--- src/rtl/seg7_pkg.sv ---
// Shared 7-segment definitions: active-low abcdefg patterns (index 0 = a) and reader result codes.
package seg7_pkg;

  localparam logic [0:6] SEG_0     = 7'b0000001;
  localparam logic [0:6] SEG_1     = 7'b1001111;
  localparam logic [0:6] SEG_2     = 7'b0010010;
  localparam logic [0:6] SEG_3     = 7'b0000110;
  localparam logic [0:6] SEG_4     = 7'b1001100;
  localparam logic [0:6] SEG_5     = 7'b0100100;
  localparam logic [0:6] SEG_6     = 7'b0100000;
  localparam logic [0:6] SEG_7     = 7'b0001111;
  localparam logic [0:6] SEG_8     = 7'b0000000;
  localparam logic [0:6] SEG_9     = 7'b0000100;
  localparam logic [0:6] SEG_BLANK = 7'b1111111;

  localparam logic [3:0] CODE_BLANK = 4'hF;
  localparam logic [3:0] CODE_ERR   = 4'hE;

  typedef enum logic {
    ST_EMPTY = 1'b0,
    ST_FULL  = 1'b1
  } rd_state_t;

endpackage

--- src/rtl/seg7_pattern_lookup.sv ---
// Exact-match reverse lookup of an active-low 7-segment pattern into a BCD digit, blank or error.
module seg7_pattern_lookup
  import seg7_pkg::*;
(
  input  logic [0:6] pattern,
  output logic [3:0] digit,
  output logic       blank,
  output logic       err
);

  always_comb begin
    digit = CODE_ERR;
    blank = 1'b0;
    err   = 1'b0;
    case (pattern)
      SEG_0:     digit = 4'd0;
      SEG_1:     digit = 4'd1;
      SEG_2:     digit = 4'd2;
      SEG_3:     digit = 4'd3;
      SEG_4:     digit = 4'd4;
      SEG_5:     digit = 4'd5;
      SEG_6:     digit = 4'd6;
      SEG_7:     digit = 4'd7;
      SEG_8:     digit = 4'd8;
      SEG_9:     digit = 4'd9;
      SEG_BLANK: begin
        digit = CODE_BLANK;
        blank = 1'b1;
      end
      default:   err = 1'b1;
    endcase
  end

endmodule

--- src/rtl/seg7_reader.sv ---
// Recovers the digit shown on an asynchronous active-low 7-segment bus; each newly settled
// pattern is offered once on a valid/ready output.
module seg7_reader
  import seg7_pkg::*;
#(
  parameter int STABLE_CYCLES = 4
) (
  input  logic       CLOCK_50,
  input  logic       Resetn,
  input  logic [0:6] SEG_N,
  input  logic       out_ready,
  output logic       out_valid,
  output logic [3:0] out_digit,
  output logic       out_blank,
  output logic       out_err,
  output logic       ovf
);

  localparam int CNT_W = (STABLE_CYCLES < 1) ? 1 : $clog2(STABLE_CYCLES + 1);
  localparam logic [CNT_W-1:0] CNT_MAX = CNT_W'(STABLE_CYCLES);
  localparam logic [CNT_W-1:0] CNT_EVT = CNT_W'(STABLE_CYCLES - 1);

  logic [0:6]       seg_p0;
  logic [0:6]       seg_p1;
  logic [0:6]       seg_p2;
  logic [0:6]       last_loaded;
  logic [CNT_W-1:0] cnt;
  logic             stable_evt;

  rd_state_t        state;
  rd_state_t        state_nxt;
  logic             load;
  logic             set_ovf;

  logic [3:0]       lk_digit;
  logic             lk_blank;
  logic             lk_err;

  // Stage p0/p1: two-flop synchroniser on the asynchronous segment lines
  always_ff @(posedge CLOCK_50 or negedge Resetn) begin
    if (!Resetn) begin
      seg_p0 <= SEG_BLANK;
      seg_p1 <= SEG_BLANK;
    end else begin
      seg_p0 <= SEG_N;
      seg_p1 <= seg_p0;
    end
  end

  // Stage p2: previous sample and settle counter; counter starts saturated so
  // the blank display seen straight after reset never looks like a new pattern
  always_ff @(posedge CLOCK_50 or negedge Resetn) begin
    if (!Resetn) begin
      seg_p2 <= SEG_BLANK;
      cnt    <= CNT_MAX;
    end else begin
      seg_p2 <= seg_p1;
      if (seg_p1 != seg_p2) begin
        cnt <= '0;
      end else if (cnt < CNT_MAX) begin
        cnt <= cnt + 1'b1;
      end
    end
  end

  // Fires only on the saturating step, so each stable episode yields at most one event.
  assign stable_evt = (seg_p1 == seg_p2) && (cnt == CNT_EVT) && (seg_p1 != last_loaded);

  seg7_pattern_lookup u_lookup (
    .pattern (seg_p1),
    .digit   (lk_digit),
    .blank   (lk_blank),
    .err     (lk_err)
  );

  always_ff @(posedge CLOCK_50 or negedge Resetn) begin
    if (!Resetn) begin
      state <= ST_EMPTY;
    end else begin
      state <= state_nxt;
    end
  end

  always_comb begin
    state_nxt = state;
    load      = 1'b0;
    set_ovf   = 1'b0;
    case (state)
      ST_EMPTY: begin
        if (stable_evt) begin
          load      = 1'b1;
          state_nxt = ST_FULL;
        end
      end
      ST_FULL: begin
        if (out_ready) begin
          if (stable_evt) begin
            load = 1'b1;
          end else begin
            state_nxt = ST_EMPTY;
          end
        end else if (stable_evt) begin
          set_ovf = 1'b1;
        end
      end
      default: state_nxt = ST_EMPTY;
    endcase
  end

  // Result hold registers; a dropped event leaves last_loaded untouched
  always_ff @(posedge CLOCK_50 or negedge Resetn) begin
    if (!Resetn) begin
      out_digit   <= CODE_BLANK;
      out_blank   <= 1'b1;
      out_err     <= 1'b0;
      last_loaded <= SEG_BLANK;
      ovf         <= 1'b0;
    end else begin
      if (load) begin
        out_digit   <= lk_digit;
        out_blank   <= lk_blank;
        out_err     <= lk_err;
        last_loaded <= seg_p1;
      end
      if (set_ovf) begin
        ovf <= 1'b1;
      end
    end
  end

  assign out_valid = (state == ST_FULL);

endmodule

--- config.mk ---
export PLATFORM = sky130hd
export DESIGN_NAME = seg7_reader
export DESIGN_NICKNAME = d
export VERILOG_FILES = /design/src/rtl/seg7_pkg.sv /design/src/rtl/seg7_pattern_lookup.sv /design/src/rtl/seg7_reader.sv
export SDC_FILE = /design/constraint.sdc
export NUM_CORES = 1
export LEC_CHECK = 0
export BUFFER_PORTS_ARGS = -buffer_cell sky130_fd_sc_hd__buf_2
export CAP_MARGIN = 20
export CORE_UTILIZATION = 40
export CTS_BUF_LIST = sky130_fd_sc_hd__clkbuf_16
export DETAILED_ROUTE_END_ITERATION = 16
export GPL_TIMING_DRIVEN = 0
export SYNTH_ARGS = -nofsm -noshare
export SYNTH_HDL_FRONTEND = slang
export SYNTH_HIERARCHICAL = 1
export SYNTH_SLANG_ARGS = --single-unit
--- constraint.sdc ---
create_clock -name CLOCK_50 -period 5.2 [get_ports CLOCK_50]
set_input_delay 1.3 -clock CLOCK_50 [delete_from_list [all_inputs] [get_ports CLOCK_50]]
set_output_delay 1.3 -clock CLOCK_50 [all_outputs]
set_load 0.1 [all_outputs]
==> results.sh <==
export IMPL_slowest_stage="dfstp_2"
export IMPL_ys_seq_elements=39
export IMPL_hold_path_class="reg2reg"
export IMPL_ctsHtreeMaxLevel=2
export IMPL_cp_start_kind="register"
export IMPL_wire_per_inst_um=13.98
export IMPL_first_iter_violations=32
export IMPL_grtUsageTotal_pct=14.38
export IMPL_cts_tree="built"
export IMPL_startpoint="out_blank$_DFFE_PN1P_"
export IMPL_crit_path_end="out_blank"
export IMPL_rows=23
export IMPL_syn2layout_area_growth_pct=16.71
export IMPL_tightest_slew_ns=0.8236
export IMPL_power_leakage_uw=0.0008846
export IMPL_drt_wl_total_um=2796
export IMPL_grt_overflow=0
export IMPL_grt_pass1_vias=980
export IMPL_fin_cells=200
export IMPL_finalSetupTns_ns=0
export IMPL_antenna_found_initial=0
export IMPL_vdd_drop_max_uv=239.5
export IMPL_critPathArrivalTime_ns=1.23
export IMPL_vias=1014
export IMPL_syn_area_mm2=0.001752
export IMPL_grt_max_degree=40
export IMPL_dr_pass1_iters=4
export IMPL_gp_congestion=0.7584
export IMPL_die_h_um=68.18
export IMPL_cts_made_buffers=5
export IMPL_max_stage_delay_ns=0.53
export IMPL_crit_chain="buf_2"
export IMPL_critPathTopFamily="flip-flops"
export IMPL_synthCells=125
export IMPL_drive_above_1_share_pct=57.33
export IMPL_drv_cap=0
export IMPL_core_area_mm2=0.004115
export IMPL_clk_latency_ns=0.28
export IMPL_fin_crit_sh_pct=48.62
export IMPL_ys_seq_area_share_pct=58.14
export IMPL_status="complete, no violations"
export IMPL_initial_core_util_pct=42.57
export IMPL_postCtsSetupRepairBufs=0
export IMPL_r2r_start="seg_p1[2]$_DFF_PN1_"
export IMPL_rsz0062_at_grt="false"
export IMPL_diodes=0
export IMPL_setup_ws_ns=2.672
export IMPL_syn_num_nets=137
export IMPL_die_x_um=68.18
export IMPL_clockBufferDepth=2
export IMPL_routed_via_density=5.070
export IMPL_cp_depth=1
export IMPL_antenna_left=0
export IMPL_clkTransAtPathRegs_ns=0.06
export IMPL_layout_nets=161
export IMPL_critical_path_class="reg2out"
export IMPL_hold_viol=0
export IMPL_avgSynthCellArea_um2=14.01
export IMPL_hpwl_um=1896
export IMPL_drc=0
export IMPL_dieArea_mm2=0.004648
export IMPL_required_ns=3.90
export IMPL_cts_root_buf="clkbuf_16"
export IMPL_reg2reg_depth=7
export IMPL_worst_clock_skew_ns=0.005340
export IMPL_fillers=369
export IMPL_setup_violations=0
export IMPL_power_density_mw_per_mm2=318.6
export IMPL_clock_sinks=39
export IMPL_crit_buf_inv=1
export IMPL_endpoint_kind="primary output"
export IMPL_min_period_ns=2.528
export IMPL_place_inst=192
export IMPL_crit_fanout=2
export IMPL_postCtsHoldBufs=0
export IMPL_fmax_mhz=395.5
export IMPL_cts_resized_gates=0
export IMPL_maxSlewViolCount=0
export IMPL_portBuffers=17
export IMPL_yosysUniqueCellTypes=44
export IMPL_slew_headroom_pct=45.10
export IMPL_reg2reg_slack_ns=3.08
export IMPL_worst_r2r_endpoint="out_err$_DFFE_PN0P_"
export IMPL_grt_pass1_wl_um=4602
export IMPL_pre_cts_ws_ns=2.605
export IMPL_ys_warn_count=6
export IMPL_io_pins=18
==> cells in the mapped netlist (all sizes together) <==
cell	count	area, µm²
nand4	2	12.51
or4	1	11.26
clkbuf	1	5.000
a21oi	2	10.01
nor2	5	18.77
mux2i	1	10.01
ha	2	25.02
dfstp	34	893.4
o311ai	1	8.760
xor2	8	70.07
a211oi	1	7.510
and2	2	12.51
a21o	1	7.510
nand2b	2	20.02
and4bb	1	12.51
buf	6	51.30
and3	1	6.260
nor2b	1	6.260
and4	1	8.760
inv	2	7.510
a211o	1	8.760
dfrtp	5	125.1
nor3b	2	15.01
o32ai	1	8.760
a311oi	1	8.760
a31o	2	17.52
nor3	5	35.03
nand3	1	5.000
nand2	1	3.750
nor4	2	12.51
mux2	13	172.7
o21ai	3	18.77
a21bo	1	10.01
nand4b	1	8.760
a2111oi	1	8.760
xnor2	8	70.07
and4b	1	10.01
or2b	1	7.510
==> routing by layer <==
metal  GRT usage (%)  wire length (µm)  up-vias
met1           17.58              1306      502
met2           21.57              1341       23
li1                -                 -      485
met5               0                 0        -
met4           8.854                45        0
met3           5.000               103        4
==> cell usage in the layout (no fill, tap or decap), types with 2 or more instances in the layout <==
cell and instances:
nor3b_1 2, nor3_2 2, nor2_1 5, mux2_2 6, nor3_1 3, mux2_4 7, dfstp_2 34, buf_2 19
clkbuf_16 5, inv_1 2, and2_1 2, buf_6 3, a21oi_1 2, o21ai_0 2, nor4_1 2, a31o_2 2
xor2_1 8, dfrtp_1 5, nand4_1 2, ha_1 2, xnor2_1 8
==> how the worst min path moves through the flow <==
stage,end,slack [ns],startpoint,cells after the start
final,seg_p1[2]$_DFF_PN1_,0.35,seg_p0[2]$_DFF_PN1_,0
after global routing,seg_p1[0]$_DFF_PN1_,0.36,seg_p0[0]$_DFF_PN1_,0
after CTS,seg_p1[2]$_DFF_PN1_,0.36,seg_p0[2]$_DFF_PN1_,0
after detailed placement,seg_p1[5]$_DFF_PN1_,0.35,seg_p0[5]$_DFF_PN1_,0
after global placement,seg_p1[5]$_DFF_PN1_,0.35,seg_p0[5]$_DFF_PN1_,0
after floorplan,seg_p1[0]$_DFF_PN1_,0.35,seg_p0[0]$_DFF_PN1_,0
==> through the flow <==
stage	hold WS, ns	util [%]	instance area, µm²	total power [µW]
after floorplan	0.3452	-	1752	349.7
after global placement	0.3460	46.15	1899	363.1
after detailed placement	0.3468	46.15	1899	365.0
after CTS	0.3553	49.68	2044	661.9
after global routing	0.3601	49.68	2044	678.1
final	0.3541	49.68	2044	651.3
==> logic make-up (layout without fill, tap and decap cells) <==
family | count (synthesis) | after routing | synth area share [%]
AOI/OAI and AO/OA | 15 | 15 | 6.573
xor gates and xnor gates | 16 | 16 | 8.000
muxes | 14 | 14 | 10.43
and+or+nand+nor | 30 | 30 | 11.79
adders and majority gates | 2 | 2 | 1.428
DFF | 39 | 39 | 58.14
buffers and inverters | 9 | 34 | 3.643
==> final cells by class <==
cell class	count	area, µm²	area share [%]
Timing Repair Buffer	17	85.08	4.162
Inverter	2	7.507	0.3672
Clock buffer	5	125.1	6.120
Tap cell	50	62.56	3.060
Buffer	7	56.30	2.754
Clock inverter	3	20.02	0.9792
Multi-Input combinational cell	77	669.4	32.74
Sequential cell	39	1018	49.82
==> power breakdown <==
| part | switching (µW) | internal, µW | leakage, µW |
|---|---|---|---|
| logic | 17.9 | 14.0 | 0.000392 |
| registers | 8.31 | 319 | 0.000425 |
| clock network | 115 | 176 | 0.0000674 |
==> state kept, by name, indices dropped and copies added (netlist names) <==
signal / count
last_loaded: 7
cnt: 3
out_valid: 1
seg_p0: 7
ovf: 1
out_digit: 4
out_err: 1
out_blank: 1
seg_p1: 7
seg_p2: 7
No activity file was read; power rests on OpenSTA's default activity.
